[config.mk]
export PLATFORM = sky130hd
export DESIGN_NAME = kavach_exec_monitor_mc
export DESIGN_NICKNAME = d
export VERILOG_FILES = /design/src/rtl/kavach_exec_monitor_mc.sv
export SDC_FILE = /design/constraint.sdc
export NUM_CORES = 2
export LEC_CHECK = 0
export CAP_MARGIN = 20
export CORE_UTILIZATION = 50
export CTS_CLUSTER_DIAMETER = 40
export CTS_CLUSTER_SIZE = 14
export DETAILED_ROUTE_END_ITERATION = 8
export PLACE_DENSITY = 0.76
export SLEW_MARGIN = 0
export SYNTH_ARGS = -nofsm -noshare
export SYNTH_HDL_FRONTEND = slang
export SYNTH_SLANG_ARGS = --single-unit
[constraint.sdc]
create_clock -name clk -period 16.55 [get_ports clk]
set_input_delay 3.31 -clock clk [delete_from_list [all_inputs] [get_ports clk]]
set_output_delay 3.31 -clock clk [all_outputs]
set_load 0.02 [all_outputs]
[src/rtl/kavach_exec_monitor_mc.sv]
// Multi-hart execution monitor: per-channel anomaly detection, coalescing pending
// entries, round-robin event FIFO, sticky flags and severity. Optional macro: KAVACH_PC_BOUNDS_EN.
module kavach_exec_monitor_mc #(
  parameter int unsigned NUM_CH       = 4,
  parameter int unsigned PC_WIDTH     = 32,
  parameter int unsigned PRIV_WIDTH   = 2,
  parameter logic [PC_WIDTH-1:0] PC_JUMP_THRESH = PC_WIDTH'(32'h0000_FFFF),
  parameter logic [PC_WIDTH-1:0] MEM_BASE       = PC_WIDTH'(32'h2000_0000),
  parameter logic [PC_WIDTH-1:0] MEM_TOP        = PC_WIDTH'(32'h3FFF_FFFF),
  parameter int unsigned FLUSH_WIN    = 64,
  parameter int unsigned FLUSH_THRESH = 8,
  parameter int unsigned FIFO_DEPTH   = 8
) (
  input  logic                           clk,
  input  logic                           rst,
  input  logic [NUM_CH-1:0]              ch_valid,
  input  logic [NUM_CH*PC_WIDTH-1:0]     ch_pc,
  input  logic [NUM_CH*PC_WIDTH-1:0]     ch_pc_prev,
  input  logic [NUM_CH*PRIV_WIDTH-1:0]   ch_priv,
  input  logic [NUM_CH-1:0]              ch_exception,
  input  logic [NUM_CH-1:0]              ch_mem_access,
  input  logic [NUM_CH*PC_WIDTH-1:0]     ch_mem_addr,
  input  logic [NUM_CH-1:0]              ch_flush,
  input  logic [NUM_CH-1:0]              ch_mask,
  input  logic [NUM_CH-1:0]              clear_sticky,
`ifdef KAVACH_PC_BOUNDS_EN
  input  logic [PC_WIDTH-1:0]            valid_pc_base,
  input  logic [PC_WIDTH-1:0]            valid_pc_top,
`endif
  output logic                           evt_valid,
  input  logic                           evt_ready,
  output logic [3:0]                     evt_ch,
  output logic [3:0]                     evt_type,
  output logic [PC_WIDTH-1:0]            evt_pc,
  output logic [NUM_CH*4-1:0]            sticky,
  output logic                           any_anomaly,
  output logic [1:0]                     severity,
  output logic [7:0]                     coalesce_cnt
);

  localparam int unsigned CH_W  = 4;
  localparam int unsigned AW    = (FIFO_DEPTH > 1) ? $clog2(FIFO_DEPTH) : 1;
  localparam int unsigned CNT_W = AW + 1;
  localparam int unsigned TMR_W = (FLUSH_WIN > 1) ? $clog2(FLUSH_WIN) : 1;
  localparam int unsigned FC_W  = $clog2(FLUSH_THRESH + 1);

  typedef struct packed {
    logic [CH_W-1:0]     ch;
    logic [3:0]          typ;
    logic [PC_WIDTH-1:0] pc;
  } evt_t;

  logic [NUM_CH-1:0][3:0]            det_c;
  logic [NUM_CH-1:0]                 pend_vld_q, pend_vld_d;
  logic [NUM_CH-1:0][3:0]            pend_typ_q, pend_typ_d;
  logic [NUM_CH-1:0][PC_WIDTH-1:0]   pend_pc_q, pend_pc_d;
  logic [NUM_CH-1:0][PRIV_WIDTH-1:0] priv_prev_q;
  logic [NUM_CH-1:0][FC_W-1:0]       flush_cnt_q;
  logic [TMR_W-1:0]                  timer_q;
  logic                              timer_wrap_c;
  logic [CH_W-1:0]                   rr_q;
  logic [NUM_CH*4-1:0]               sticky_q, sticky_d;
  logic [1:0]                        sev_d;
  logic [7:0]                        coal_q, coal_d;
  logic [4:0]                        n_coal;
  logic [8:0]                        coal_sum;
  evt_t                              mem_q [FIFO_DEPTH];
  logic [AW-1:0]                     wr_ptr_q, rd_ptr_q;
  logic [CNT_W-1:0]                  cnt_q, cnt_d;
  logic                              evt_valid_q, any_q;
  logic [1:0]                        sev_q;
  logic                              pop_c, full_c, gnt_vld_c;
  logic [CH_W-1:0]                   gnt_idx_c;
  evt_t                              gnt_evt_c;
  int unsigned                       best_off, off;

  assign timer_wrap_c = (timer_q == TMR_W'(FLUSH_WIN - 1));

  // Per-channel combinational detection on the sampled inputs
  for (genvar g = 0; g < NUM_CH; g++) begin : g_det
    logic [PC_WIDTH-1:0]   pc, pc_prev, diff, addr;
    logic [PRIV_WIDTH-1:0] priv;
    logic                  bounds_hit, jump_hit, priv_hit, oob_hit, flush_hit;
    assign pc      = ch_pc[g*PC_WIDTH +: PC_WIDTH];
    assign pc_prev = ch_pc_prev[g*PC_WIDTH +: PC_WIDTH];
    assign addr    = ch_mem_addr[g*PC_WIDTH +: PC_WIDTH];
    assign priv    = ch_priv[g*PRIV_WIDTH +: PRIV_WIDTH];
    assign diff    = (pc >= pc_prev) ? (pc - pc_prev) : (pc_prev - pc);
`ifdef KAVACH_PC_BOUNDS_EN
    assign bounds_hit = (pc < valid_pc_base) || (pc > valid_pc_top);
`else
    assign bounds_hit = 1'b0;
`endif
    assign jump_hit  = ch_valid[g] && ((diff > PC_JUMP_THRESH) || bounds_hit);
    assign priv_hit  = ch_valid[g] && !ch_exception[g] && (priv > priv_prev_q[g]);
    assign oob_hit   = ch_valid[g] && ch_mem_access[g] && ((addr < MEM_BASE) || (addr > MEM_TOP));
    // Fires only on the flush that brings the window count up to the threshold
    assign flush_hit = ch_flush[g] && (flush_cnt_q[g] == FC_W'(FLUSH_THRESH - 1));
    assign det_c[g]  = ch_mask[g] ? 4'b0000 : {flush_hit, priv_hit, oob_hit, jump_hit};
  end

  assign pop_c  = evt_valid_q && evt_ready;
  assign full_c = (cnt_q == CNT_W'(FIFO_DEPTH));

  // Round-robin grant: smallest rotated offset from rr_q wins
  always_comb begin
    gnt_vld_c = 1'b0;
    gnt_idx_c = '0;
    gnt_evt_c = '0;
    best_off  = NUM_CH;
    off       = 0;
    for (int c = 0; c < NUM_CH; c++) begin
      off = (32'(c) + NUM_CH - 32'(rr_q)) % NUM_CH;
      if (pend_vld_q[c] && (off < best_off)) begin
        best_off  = off;
        gnt_vld_c = 1'b1;
        gnt_idx_c = CH_W'(c);
        gnt_evt_c = '{ch: CH_W'(c), typ: pend_typ_q[c], pc: pend_pc_q[c]};
      end
    end
    if (full_c && !pop_c) gnt_vld_c = 1'b0;
  end

  // Pending capture / coalesce and sticky update
  always_comb begin
    pend_vld_d = pend_vld_q;
    pend_typ_d = pend_typ_q;
    pend_pc_d  = pend_pc_q;
    sticky_d   = sticky_q;
    n_coal     = '0;
    for (int i = 0; i < NUM_CH; i++) begin
      if (gnt_vld_c && (gnt_idx_c == CH_W'(i))) begin
        pend_vld_d[i] = |det_c[i];
        pend_typ_d[i] = det_c[i];
        pend_pc_d[i]  = ch_pc[i*PC_WIDTH +: PC_WIDTH];
      end else if (|det_c[i]) begin
        if (pend_vld_q[i]) begin
          pend_typ_d[i] = pend_typ_q[i] | det_c[i];
          n_coal        = n_coal + 5'd1;
        end else begin
          pend_vld_d[i] = 1'b1;
          pend_typ_d[i] = det_c[i];
          pend_pc_d[i]  = ch_pc[i*PC_WIDTH +: PC_WIDTH];
        end
      end
      sticky_d[i*4 +: 4] = (clear_sticky[i] ? 4'b0000 : sticky_q[i*4 +: 4]) | det_c[i];
    end
    coal_sum = {1'b0, coal_q} + 9'(n_coal);
    coal_d   = coal_sum[8] ? 8'hFF : coal_sum[7:0];
  end

  always_comb begin
    sev_d = 2'b00;
    for (int i = 0; i < NUM_CH; i++) begin
      if (sticky_q[i*4 + 3] && sev_d == 2'b00) sev_d = 2'b01;
    end
    for (int i = 0; i < NUM_CH; i++) begin
      if ((sticky_q[i*4 + 0] || sticky_q[i*4 + 1]) && sev_d != 2'b11) sev_d = 2'b10;
    end
    for (int i = 0; i < NUM_CH; i++) begin
      if (sticky_q[i*4 + 2]) sev_d = 2'b11;
    end
  end

  always_comb begin
    cnt_d = cnt_q;
    if (gnt_vld_c && !pop_c) cnt_d = cnt_q + CNT_W'(1);
    else if (!gnt_vld_c && pop_c) cnt_d = cnt_q - CNT_W'(1);
  end

  always_ff @(posedge clk or posedge rst) begin
    if (rst) begin
      pend_vld_q  <= '0;
      pend_typ_q  <= '0;
      pend_pc_q   <= '0;
      priv_prev_q <= '0;
      flush_cnt_q <= '0;
      timer_q     <= '0;
      rr_q        <= '0;
      sticky_q    <= '0;
      coal_q      <= '0;
      wr_ptr_q    <= '0;
      rd_ptr_q    <= '0;
      cnt_q       <= '0;
      evt_valid_q <= 1'b0;
      any_q       <= 1'b0;
      sev_q       <= 2'b00;
      for (int i = 0; i < FIFO_DEPTH; i++) mem_q[i] <= '0;
    end else begin
      pend_vld_q  <= pend_vld_d;
      pend_typ_q  <= pend_typ_d;
      pend_pc_q   <= pend_pc_d;
      sticky_q    <= sticky_d;
      coal_q      <= coal_d;
      cnt_q       <= cnt_d;
      evt_valid_q <= (cnt_d != '0);
      any_q       <= |sticky_q;
      sev_q       <= sev_d;
      timer_q     <= timer_wrap_c ? '0 : timer_q + TMR_W'(1);
      for (int i = 0; i < NUM_CH; i++) begin
        if (ch_valid[i]) priv_prev_q[i] <= ch_priv[i*PRIV_WIDTH +: PRIV_WIDTH];
        if (timer_wrap_c) flush_cnt_q[i] <= '0;
        else if (ch_flush[i] && (flush_cnt_q[i] < FC_W'(FLUSH_THRESH)))
          flush_cnt_q[i] <= flush_cnt_q[i] + FC_W'(1);
      end
      if (gnt_vld_c) begin
        mem_q[wr_ptr_q] <= gnt_evt_c;
        wr_ptr_q        <= wr_ptr_q + AW'(1);
        rr_q            <= CH_W'((32'(gnt_idx_c) + 1) % NUM_CH);
      end
      if (pop_c) rd_ptr_q <= rd_ptr_q + AW'(1);
    end
  end

  assign evt_valid    = evt_valid_q;
  assign evt_ch       = mem_q[rd_ptr_q].ch;
  assign evt_type     = mem_q[rd_ptr_q].typ;
  assign evt_pc       = mem_q[rd_ptr_q].pc;
  assign sticky       = sticky_q;
  assign any_anomaly  = any_q;
  assign severity     = sev_q;
  assign coalesce_cnt = coal_q;

endmodule

==> metrics.md <==
| Metric | Value |
|---|---|
| FMAX | `97.0 MHz` |
| Setup crit end kind | `flop` |
| Cell chosen for the clock root | `clkbuf_16` |
| Die Height | `269 um` |
| Rows | `97` |
| Pwr Density | `202 nW/um^2` |
| Clk buf depth | `3` |
| Placed Instances | `5125` |
| Clock skew | `0.0516 ns` |
| Boundary pin count | `slightly below 500` |
| CP required | `17.04 ns` |
| Iter 0 DRT Violations | `roughly 2900` |
| Fraction of final layout cells sized beyond drive strength 1 | `a little under 10%` |
| Crit path max fanout | `14` |
| Hold Buf Count CTS | `0` |
| Number of synthesis warnings | `0` |
| Post-synth ARST share | `between 90% and 100%` |
| Max-cap violation count | `0` |
| Number of global-route vias before repair | `just over 30000` |
| Hold slack | `between 0.4 and 0.5 ns` |
| Max IR drop VDD | `0.210 mV` |
| Fillers | `6033` |
| Met2 routed WL | `approximately 52 mm` |
| Largest net degree at the start of global routing | `around 200` |
| Routability cong. | `0.992` |
| Final setup vio count | `0` |
| Port bufs | `about 370` |
| Crit path time final | `10.31 ns` |
| Worst slew pin tran | `between 1 and 1.5 ns` |
| Syn Area/Cell | `8.96 um^2` |
| Die Area | `between 70000 and 80000 um^2` |
| Cells on worst reg2reg path | `33` |
| Num CTS Buffers | `69` |
| Drt wl/cell | `21.4 um` |
| Top-count cell post-synth | `dfrtp_1` |
| Detailed Place HPWL | `84.5 mm` |
| Via/cell ratio | `6.00` |
| Syn Std Cell Area | `35700 um^2` |
| Post-synth EDFFs | `0` |
| Vias | `31500` |
| Unrepaired setup endpoints after global routing | `false` |
| Largest cells by area after synthesis | `dfrtp_1, ha_1, a21oi_1` |
| DR top layer | `met5` |
| GR Overflow Total | `0` |
| Post-synthesis cell type count | `89` |
| CP Launch Type | `input port` |
| Routed wl met3 | `between 7 and 8 mm` |
| H-tree depth | `3` |
| Antenna Violating Nets Remaining | `0` |
| # DRC | `0` |
| Pre-antenna DRT Iters | `5` |
| First-pass GRT wire length | `174 mm` |
| Sequential share of the synthesized area | `36.6%` |
| Clk pin slew, worst setup/hold paths | `roughly 0.060 ns` |
| Initial antenna violation count | `11` |
| Multi-input logic area | `20600 um^2` |
| Synth Register Bits | `522` |
| Post-CTS Setup Repair Bufs | `0` |
| Hold path depth | `2` |
| CORE AREA | `70400 um^2` |
| Sink Count | `522` |
| Final TNS setup | `0 ns` |
| Syn Inst Count | `between 3000 and 4000` |
| Post-layout nets | `~5000` |
| Rel. slew slack | `23.4%` |
| Total global-route track usage | `a little under a third` |
| Die width | `around 270 um` |
| Final Cycle Share | `62.3%` |
| Final wirelength | `between 100 and 150 mm` |
| M1 wire length | `47.8 mm` |
| Hold Path Class | `flop to flop` |
| Synth area leader | `dfrtp_1` |
| Post-synth top cells | `dfrtp_1, a21oi_1, nand2_1` |
| Worst skew pair latency | `0.63 ns` |
| P&R area growth vs syn | `19.0%` |
| Pleak | `18.9 nW` |
| Final hold violation count | `0` |
| Outcome | `completed` |
| Critical path type | `input port to flop` |
| Starting Density | `approximately 51%` |
| Worst Path Arrival | `around 11 ns` |
| Total of cells resized after clock tree synthesis | `0` |
| Top cell type's share of synthesized area | `about 37%` |
| Synth Flop Type | `dfrtp_1` |
| Slew Limit Fails | `0` |
| FF/Latch Area | `13100 um^2` |
| Layout Cells excl Fill | `between 5000 and 6000` |
| CTS tree | `built` |
final cells by class:
| cell class | count | share of cell area [%] |
|---|---|---|
| diodes | 4 | 0.0236 |
| multi-input cells | 2927 | 48.5 |
| clock buffers | 75 | 4.24 |
| inverters | 342 | 3.03 |
| repair buffers | 394 | 9.26 |
| flip-flops and latches | 522 | 30.8 |
| well taps | 940 | 2.77 |
| clock inverters | 49 | 1.46 |
final timing paths:
check,startpoint,endpoint,slack [ns]
max,ch_pc[23],coalesce_cnt[5],6.24
min,mem_q[2],mem_q[2],0.47
max reg2reg,pend_vld_q[1],coalesce_cnt[5],8.90
min reg2reg,mem_q[2],mem_q[2],0.47
max in group asynchronous,rst,rd_ptr_q[1],11.30
min in group asynchronous,rst,mem_q[51],2.99
cell families after synthesis:
logic type      after synthesis  synth area share [%]
other cells                   1                0.0105
xor+xnor                     83                  2.06
buf+inv                     539                  5.94
flops                       522                  36.6
simple gates               1031                  13.0
compound gates             1226                  20.5
fa+ha+maj                   291                  10.4
mux                         294                  11.5
state kept, by name, summed over array words and instances (netlist names):
register,cells
cnt_q,4
severity,2
evt_valid,1
mem_q,304
wr_ptr_q,3
rd_ptr_q,3
rr_q,2
pend_typ_q,16
priv_prev_q,8
timer_q,6
sticky,16
pend_pc_q,128
pend_vld_q,4
coalesce_cnt,8
any_anomaly,1
flush_cnt_q,16
metal layers:
metal  vias to the layer above  GRT usage, %
li1                      14700             -
met1                     15300          41.4
met2                      1240          48.7
met3                       235          5.08
met4                        16          11.6
met5                         -             0
stage by stage:
stage / area [um^2] / total power, mW / util, % / worst slack [ns]
2_1_floorplan: 35700 / 5.43 / - / 6.15
6_report: 42500 / 8.57 / 60.4 / 6.24
3_5_place_dp: 40100 / 6.98 / 56.9 / 5.83
3_3_place_gp: 40000 / 6.83 / 56.9 / 5.85
4_1_cts: 42500 / 8.57 / 60.4 / 6.40
5_1_grt: 42500 / 9.10 / 60.4 / 5.84
layout by cell type, fill, tap and decap left out, drive strengths merged, types with 10 or more instances in the layout:
master,Yosys,layout
clkbuf,130,75
nand3,92,92
a211o,10,10
nand2,376,376
xnor2,54,54
o21bai,28,28
inv,342,351
and3,11,11
nand4,49,49
nor4,12,12
and4,15,15
dfrtp,522,522
ha,282,282
clkdlybuf4s50,0,368
a21o,71,71
nor3,34,34
and2,20,20
mux2i,43,43
nor2,332,332
mux2,175,175
o21a,20,20
o221ai,10,10
a21oi,497,497
buf,67,26
a221oi,17,17
mux4,76,76
nand2b,15,15
a31oi,22,22
a211oi,30,30
o21ai,344,344
a21boi,11,11
xor2,29,29
o211ai,29,29
clkinv,0,22
clkinvlp,0,11
nor2b,31,31
o31ai,14,14
a311oi,46,46
power breakdown:
part	internal [mW]	total, mW	switching, mW
Sequential	1.92	2.30	0.382
Combinational	1.89	4.73	2.84
Clock	0.920	1.54	0.620
Total	4.73	8.57	3.84
critical path, stage by stage:
cell and delay [ns]:
clkdlybuf4s50_1 0.58, inv_1 0.08, ha_1 0.45, a21oi_1 0.36, o21ai_1 0.20, a221oi_1 0.36, o21a_1 0.28, and2_1 0.62
a32oi_1 0.22, xor2_1 0.18, or4_1 0.57, a2111oi_2 0.40, nor3_1 0.15, ha_1 0.28, mux2_2 0.32, ha_1 0.31
mux2_2 0.29, ha_1 0.29, mux2_2 0.27, ha_1 0.28, a21o_1 0.20, a21oi_1 0.18, nor2b_1 0.08, o21ai_0 0.27
xor2_1 0.19, nand2_1 0.07
(Power assumes the default switching activity.)
